**src/rtl/miner_slave_regs_pkg.sv**
```systemverilog
// Shared constants for the miner slave register block: field widths, word
// addresses, status bit positions and the command FSM state type.
package miner_regs_pkg;

    localparam int MSG_W  = 408;
    localparam int TGT_W  = 256;
    localparam int HASH_W = 256;

    localparam logic [4:0] CTRL_A    = 5'd0;
    localparam logic [4:0] CLR_A     = 5'd1;
    localparam logic [4:0] MSG_LO_A  = 5'd3;
    localparam logic [4:0] MSG_HI_A  = 5'd15;
    localparam logic [4:0] TGT_LO_A  = 5'd16;
    localparam logic [4:0] TGT_HI_A  = 5'd23;
    localparam logic [4:0] HASH_LO_A = 5'd24;

    localparam int ST_BUSY  = 0;
    localparam int ST_DONE  = 1;
    localparam int ST_FOUND = 2;
    localparam int ST_ERR   = 3;

    typedef enum logic [1:0] {
        IDLE      = 2'd0,
        TGT_PULSE = 2'd1,
        MSG_PULSE = 2'd2,
        RUN       = 2'd3
    } cmd_state_e;

endpackage

```
**src/rtl/miner_slave_regs_if.sv**
```systemverilog
// Avalon-MM slave bus bundle between the host and the miner register block.
interface miner_slave_regs_if;

    logic [4:0]  slaveAddr;
    logic [31:0] slaveWriteData;
    logic        slaveWrite;
    logic        slaveRead;
    logic        slaveChipSelect;
    logic [31:0] slaveReadData;

    modport master (
        output slaveAddr, slaveWriteData, slaveWrite, slaveRead, slaveChipSelect,
        input  slaveReadData
    );

    modport slave (
        input  slaveAddr, slaveWriteData, slaveWrite, slaveRead, slaveChipSelect,
        output slaveReadData
    );

endinterface

```
**src/rtl/miner_slave_regs_cmd_fsm.sv**
```systemverilog
// Command sequencer: turns an accepted CTRL write into registered
// newTarget/newMsg pulses and tracks the hashing run until coreDone.
//
//   state     | meaning
//   IDLE      | no command in flight, register writes accepted
//   TGT_PULSE | newTarget high for one cycle
//   MSG_PULSE | newMsg high for one cycle, done/found cleared
//   RUN       | core hashing, waiting for coreDone
module miner_cmd_fsm
    import miner_regs_pkg::*;
(
    input  logic       clk,
    input  logic       n_rst,
    input  logic       ctrl_wr_i,
    input  logic [1:0] ctrl_cmd_i,
    input  logic       core_done_i,
    output logic       busy_o,
    output logic       new_target_o,
    output logic       new_msg_o,
    output logic       run_done_o
);

    cmd_state_e state_q, state_d;
    logic       both_q, both_d;

    always_ff @(posedge clk or negedge n_rst) begin
        if (!n_rst) begin
            state_q <= IDLE;
            both_q  <= 1'b0;
        end else begin
            state_q <= state_d;
            both_q  <= both_d;
        end
    end

    always_comb begin
        state_d = state_q;
        both_d  = both_q;
        case (state_q)
            IDLE: begin
                if (ctrl_wr_i) begin
                    both_d = &ctrl_cmd_i;
                    if (ctrl_cmd_i[0])      state_d = TGT_PULSE;
                    else if (ctrl_cmd_i[1]) state_d = MSG_PULSE;
                end
            end
            TGT_PULSE: state_d = both_q ? MSG_PULSE : IDLE;
            MSG_PULSE: state_d = RUN;
            RUN:       if (core_done_i) state_d = IDLE;
            default:   state_d = IDLE;
        endcase
    end

    always_comb begin
        busy_o       = (state_q != IDLE);
        new_target_o = (state_q == TGT_PULSE);
        new_msg_o    = (state_q == MSG_PULSE);
        run_done_o   = (state_q == RUN) && core_done_i;
    end

endmodule

```
**src/rtl/miner_slave_regs.sv**
```systemverilog
// Avalon-MM register front end of the miner: message/target shadow registers,
// command pulses to the hashing core, and captured hash/status for readback.
module miner_slave_regs
    import miner_regs_pkg::*;
(
    input  logic               clk,
    input  logic               n_rst,
    miner_slave_regs_if.slave  bus,
    output logic               newTarget,
    output logic               newMsg,
    output logic [TGT_W-1:0]   inputTarget,
    output logic [MSG_W-1:0]   inputMsg,
    input  logic               coreDone,
    input  logic               validBTC,
    input  logic [HASH_W-1:0]  SHAoutput
);

    logic [4:0]        addr;
    logic [31:0]       wd;
    logic              wr, rd, busy, run_done, shadow_wr;
    logic [8:0]        msg_lsb;
    logic [7:0]        word_lsb;
    logic [31:0]       rd_word;

    logic [MSG_W-1:0]  msg_q, msg_d;
    logic [TGT_W-1:0]  tgt_q, tgt_d;
    logic [HASH_W-1:0] hash_q, hash_d;
    logic              done_q, done_d, found_q, found_d, err_q, err_d;
    logic [31:0]       rdata_q;

    assign addr      = bus.slaveAddr;
    assign wd        = bus.slaveWriteData;
    assign wr        = bus.slaveChipSelect & bus.slaveWrite;
    assign rd        = bus.slaveChipSelect & bus.slaveRead;
    assign shadow_wr = wr && (addr == CTRL_A || (addr >= MSG_LO_A && addr <= TGT_HI_A));

    // Message words sit 24 bits up because addr3 only holds the low 24 bits.
    assign msg_lsb  = {addr[3:0], 5'b0} - 9'd104;
    assign word_lsb = {addr[2:0], 5'b0};

    miner_cmd_fsm u_cmd_fsm (
        .clk          (clk),
        .n_rst        (n_rst),
        .ctrl_wr_i    (wr && addr == CTRL_A),
        .ctrl_cmd_i   (wd[1:0]),
        .core_done_i  (coreDone),
        .busy_o       (busy),
        .new_target_o (newTarget),
        .new_msg_o    (newMsg),
        .run_done_o   (run_done)
    );

    always_comb begin
        msg_d   = msg_q;
        tgt_d   = tgt_q;
        hash_d  = hash_q;
        done_d  = done_q;
        found_d = found_q;
        err_d   = err_q;
        if (shadow_wr && busy) begin
            err_d = 1'b1;
        end else if (wr) begin
            if (addr == MSG_LO_A)
                msg_d[23:0] = wd[31:8];
            else if (addr > MSG_LO_A && addr <= MSG_HI_A)
                msg_d[msg_lsb +: 32] = wd;
            else if (addr >= TGT_LO_A && addr <= TGT_HI_A)
                tgt_d[word_lsb +: 32] = wd;
        end
        if (wr && addr == CLR_A) begin
            if (wd[ST_DONE])  done_d  = 1'b0;
            if (wd[ST_FOUND]) found_d = 1'b0;
            if (wd[ST_ERR])   err_d   = 1'b0;
        end
        if (newMsg) begin
            done_d  = 1'b0;
            found_d = 1'b0;
        end
        // Capture is applied last so it beats a same-cycle CLR write.
        if (run_done) begin
            hash_d  = SHAoutput;
            found_d = validBTC;
            done_d  = 1'b1;
        end
    end

    always_comb begin
        rd_word = '0;
        if (addr == CTRL_A) begin
            rd_word[ST_BUSY]  = busy;
            rd_word[ST_DONE]  = done_q;
            rd_word[ST_FOUND] = found_q;
            rd_word[ST_ERR]   = err_q;
        end else if (addr == MSG_LO_A) begin
            rd_word = {msg_q[23:0], 8'h00};
        end else if (addr > MSG_LO_A && addr <= MSG_HI_A) begin
            rd_word = msg_q[msg_lsb +: 32];
        end else if (addr >= TGT_LO_A && addr <= TGT_HI_A) begin
            rd_word = tgt_q[word_lsb +: 32];
        end else if (addr >= HASH_LO_A) begin
            rd_word = hash_q[word_lsb +: 32];
        end
    end

    always_ff @(posedge clk or negedge n_rst) begin
        if (!n_rst) begin
            msg_q   <= '0;
            tgt_q   <= '0;
            hash_q  <= '0;
            done_q  <= 1'b0;
            found_q <= 1'b0;
            err_q   <= 1'b0;
            rdata_q <= '0;
        end else begin
            msg_q   <= msg_d;
            tgt_q   <= tgt_d;
            hash_q  <= hash_d;
            done_q  <= done_d;
            found_q <= found_d;
            err_q   <= err_d;
            if (rd) rdata_q <= rd_word;
        end
    end

    assign bus.slaveReadData = rdata_q;
    assign inputTarget       = tgt_q;
    assign inputMsg          = msg_q;

endmodule

```
**src/flat_wrapper.sv**
```systemverilog
// flat-port wrapper written by rule: the top's interface ports become plain ports
module miner_slave_regs_flat import miner_regs_pkg::*;
  (clk, n_rst, newTarget, newMsg, inputTarget, inputMsg, coreDone, validBTC, SHAoutput, bus_slaveAddr, bus_slaveWriteData, bus_slaveWrite, bus_slaveRead, bus_slaveChipSelect, bus_slaveReadData);
  miner_slave_regs_if bus_i ();
  input  logic clk;
  input  logic n_rst;
  output logic newTarget;
  output logic newMsg;
  output logic [TGT_W-1:0] inputTarget;
  output logic [MSG_W-1:0] inputMsg;
  input  logic coreDone;
  input  logic validBTC;
  input  logic [HASH_W-1:0] SHAoutput;
  input wire logic [$bits(bus_i.slaveAddr)-1:0] bus_slaveAddr;
  input wire logic [$bits(bus_i.slaveWriteData)-1:0] bus_slaveWriteData;
  input wire logic [$bits(bus_i.slaveWrite)-1:0] bus_slaveWrite;
  input wire logic [$bits(bus_i.slaveRead)-1:0] bus_slaveRead;
  input wire logic [$bits(bus_i.slaveChipSelect)-1:0] bus_slaveChipSelect;
  output wire logic [$bits(bus_i.slaveReadData)-1:0] bus_slaveReadData;
  assign bus_i.slaveAddr = bus_slaveAddr;
  assign bus_i.slaveWriteData = bus_slaveWriteData;
  assign bus_i.slaveWrite = bus_slaveWrite;
  assign bus_i.slaveRead = bus_slaveRead;
  assign bus_i.slaveChipSelect = bus_slaveChipSelect;
  assign bus_slaveReadData = bus_i.slaveReadData;
  miner_slave_regs u_core (.clk(clk), .n_rst(n_rst), .bus(bus_i), .newTarget(newTarget), .newMsg(newMsg), .inputTarget(inputTarget), .inputMsg(inputMsg), .coreDone(coreDone), .validBTC(validBTC), .SHAoutput(SHAoutput));
endmodule
```
**config.mk**
```make
export PLATFORM = sky130hd
export DESIGN_NAME = miner_slave_regs_flat
export DESIGN_NICKNAME = d
export VERILOG_FILES = /design/src/rtl/miner_slave_regs_pkg.sv /design/src/rtl/miner_slave_regs_if.sv /design/src/rtl/miner_slave_regs_cmd_fsm.sv /design/src/rtl/miner_slave_regs.sv /design/src/flat_wrapper.sv
export SDC_FILE = /design/constraint.sdc
export NUM_CORES = 2
export LEC_CHECK = 0
export ABC_AREA = 1
export CAP_MARGIN = 20
export CORE_AREA = 2 2 387 389
export CTS_BUF_LIST = sky130_fd_sc_hd__clkbuf_8
export CTS_CLUSTER_DIAMETER = 100
export DETAILED_ROUTE_END_ITERATION = 8
export DIE_AREA = 0 0 389 391
export PLACE_DENSITY = 0.63
export SKIP_CTS_REPAIR_TIMING = 1
export SLEW_MARGIN = 20
export SYNTH_ARGS = -nofsm -noshare
export SYNTH_HDL_FRONTEND = slang
export SYNTH_SLANG_ARGS = --single-unit
```
**constraint.sdc**
```tcl
create_clock -name clk -period 4.17 [get_ports clk]
set_clock_uncertainty 0.2 [all_clocks]
set_input_delay 1.251 -clock clk [delete_from_list [all_inputs] [get_ports clk]]
set_output_delay 1.251 -clock clk [all_outputs]
set_load 0.01 [all_outputs]
```
==> impl_results.md <==
- Min-Delay Path Class: input pin to asynchronous set/reset pin
- Crit-path cells: inv_1, nor2_1, clkdlybuf4s50_1
- Vias in the first global route: 45700
- Seq/Total Area, Yosys: 51.6%
- Ports: 998
- Top-count cell post-synth: nand2_1
- Synth cell count leaders: nand2_1 (2110), dfrtp_1 (958), nor2_1 (615), nand3_1 (465), o21ai_1 (342)
- Drt initial violations: 6165
- GR Util met3: 12.9%
- GRT overflow: 0
- Number of synthesized flops with an enable pin: 0
- Crit path capture type: output pin
- Worst EP arrival: 2.36 ns
- FILL cells: 14900
- FF+latch area: 24000 µm²
- Worst-Margin Slew: 1.02 ns
- Core area: 149000 µm²
- Logic pwr share: 21.0%
- Main synth FF type: dfrtp_1
- Final Hold Vio Count: 0
- FF+latch count, synth: 958
- Nets@finish: 7327
- Worst rel slew slack: 32.1%
- Initial cell density of the core: 31.3%
- Reg2reg path depth: 9
- Final slew viol count: 0
- Pleak: 29.7 nW
- Antenna-violating nets left: 0
- CP peak stage delay: 0.69 ns
- Sequential share of power: 42.6%
- Gr busiest metal: met2
- Sw frac: 32.7%
- Die W: 389 µm
- DRC viols: 0
- Routed vias/inst: 5.37
- Area Growth Syn to Fin: 37.9%
- First-pass GRT wire length: 382000 µm
- Die Ht: 391 µm
- # rows: 142
- Crit path kind: flop to output pin
- Fin util: 43.1%
- Setup-failing EPs final: 0
- Worst Slack Setup Final: 0.357 ns
- Post-synth cell types: 32
- Multi-input gate area: 19900 µm²
- Synth warn: 0
- Clk sinks: 958
- Max Cap Viol: 0
- Register clock-pin slew on the reported worst setup and hold paths: 0.07 ns
- Post-synth top area share: 51.6%
- Root buffer cell: clkbuf_8
- Clk pwr share: 36.4%
- Avg WL per Cell: 31.1 µm
- HPWL after DPL: 213000 µm
- DRT Wirelength: 283000 µm
- RD Place Congestion: 0.977
- Crit Reg-Reg Startpoint: u_core.u_cmd_fsm.state_q[1]
- FFs w/ async S/R, synth: 100%
- Crit-path max FO: 4
- Latest clock arrival within the worst-skew pair: 0.97 ns
- Worst endpoint required time: 2.72 ns
- DR pass1 iterations: 6
- Top post-synthesis cells by area: dfrtp_1 (52%), nand2_1 (17%), nand3_1 (5.0%)
- Final Cycle Share: 91.4%
- Non-filler cells, final: 9115
- Global Route met1 Usage: 46.6%
- Overall power: 26.6 mW
- R2R setup slack: 1.82 ns
- Net count after synthesis: 6268
- Max Freq: 262 MHz
- Layout cells sized above 1: 11.4%
- Pre-CTS setup slack: 0.0713 ns
- H-tree levels: 4
- Clock Tree Buf Depth: 3
- Startpoint types: flop
- Buffers on Ports: 997
- CTS tree: yes
- Setup_tns: 0 ns
- Die area: 152000 µm²
- R2r endpoint: u_core.inputTarget[145]
- Power per cell area: 415 nW/µm²
- Pin count of the biggest net entering global routing: 134
- Fin crit period: 3.81 ns
- Slowest-stage cell, CP: clkdlybuf4s50_1
- Synth Area per Inst: 7.79 µm²
- Global-route usage over all layers: 36.1%
- Synth area leader: dfrtp_1
- Net Sw Power: 8.69 mW
- Worst VDD drop: 0.308 mV
- DR vias: 49000
- Met2 Resource Use GR: 51.9%
- Internal: 17.9 mW
- Antenna violations before repair: 30
- Cell count after synthesis: 5959
- Status: finished, final reports clean
- CTS buffer count: 177
- Placed Cells: 8783
- Synthesized area: 46400 µm²
- RSZ-0062 raised after global routing: no
stage by stage:
| stage | instance area (µm²) | hold WS (ns) |
|---|---|---|
| after floorplan | 46400 | 0.253 |
| after global placement | 60300 | 0.267 |
| after detailed placement | 60300 | 0.269 |
| after CTS | 64000 | 0.111 |
| after global routing | 64000 | 0.129 |
| final | 64000 | 0.159 |
cell usage in the layout (no fill, tap or decap), types with 8 or more instances in the layout:
| master | instances |
|---|---|
| nand2_1 | 2106 |
| clkdlybuf4s50_1 | 993 |
| dfrtp_1 | 958 |
| nor2_1 | 610 |
| nand3_1 | 460 |
| o21ai_1 | 342 |
| inv_1 | 326 |
| o21ai_0 | 303 |
| clkbuf_8 | 228 |
| buf_4 | 216 |
| mux2_2 | 192 |
| a21oi_1 | 143 |
| buf_12 | 67 |
| o211ai_1 | 34 |
| or2_2 | 28 |
| nand4_1 | 24 |
| diode_2 | 21 |
| o22ai_1 | 16 |
| clkinv_2 | 15 |
| nand2_4 | 12 |
| nand3_2 | 8 |
power by group through the flow:
stage	sequential (mW)	combinational, mW	clock, mW
6_report	11.3	5.59	9.66
2_1_floorplan	11.3	2.04	0
5_1_grt	11.4	5.93	10.2
3_3_place_gp	11.4	5.46	0
4_1_cts	11.3	5.53	9.74
3_5_place_dp	11.4	5.51	0
cell type report:
| class | instances | share of cell area (%) |
|---|---|---|
| sequential | 958 | 37.4 |
| multi-input combinational | 4318 | 31.0 |
| timing repair buffer | 1280 | 20.2 |
| clock buffer | 227 | 4.88 |
| tap | 1944 | 3.80 |
| inverter | 283 | 1.69 |
| clock inverter | 84 | 0.873 |
| antenna | 21 | 0.0821 |
cell families (layout without fill, tap and decap cells):
logic type | count (synthesis) | after routing | share of synthesized area [%]
muxes | 192 | 192 | 4.66
adders and majority gates | 9 | 9 | 0.242
AOI/OAI and AO/OA | 843 | 843 | 9.35
and+or+nand+nor | 3274 | 3274 | 28.3
DFF | 958 | 958 | 51.6
other | 0 | 21 | 0
buffers and inverters | 683 | 1874 | 5.86
state kept, by name, summed over array words and instances (netlist names):
register,count
u_core.u_cmd_fsm.state_q,2
u_core.inputMsg,408
u_core.err_q,1
u_core.u_cmd_fsm.both_q,1
u_core.inputTarget,256
u_core.done_q,1
u_core.found_q,1
u_core.hash_q,256
u_core.bus.slaveReadData,32
worst max path at each step:
stage / start / end / slack [ns] / cells past startpoint
after floorplan: bus_slaveAddr[0] / u_core.inputTarget[231] / 0.13 / 14
after CTS: u_core.u_cmd_fsm.state_q[1] / newMsg / 0.30 / 3
after global routing: u_core.u_cmd_fsm.state_q[1] / newMsg / 0.24 / 3
final: u_core.u_cmd_fsm.state_q[1] / newMsg / 0.36 / 3
after detailed placement: bus_slaveAddr[3] / u_core.inputTarget[141] / 0.07 / 14
after global placement: bus_slaveAddr[3] / u_core.inputTarget[136] / 0.06 / 14
per-layer routing:
metal | part of all wire (%) | routed length, µm | vias to the layer above
li1 | - | - | 21300
met1 | 39 | 112000 | 24100
met2 | 42 | 120000 | 3027
met3 | 12 | 33100 | 572
met4 | 6.7 | 18900 | 14
met5 | 0.037 | 104 | -
critical path, delay by kind of cell, from the launching register on:
kind	cells	cell delay [ns]
DFF	1	0.43
and+or+nand+nor	1	0.24
buffers and inverters	2	0.76
Power figures use the tool's default switching activity.
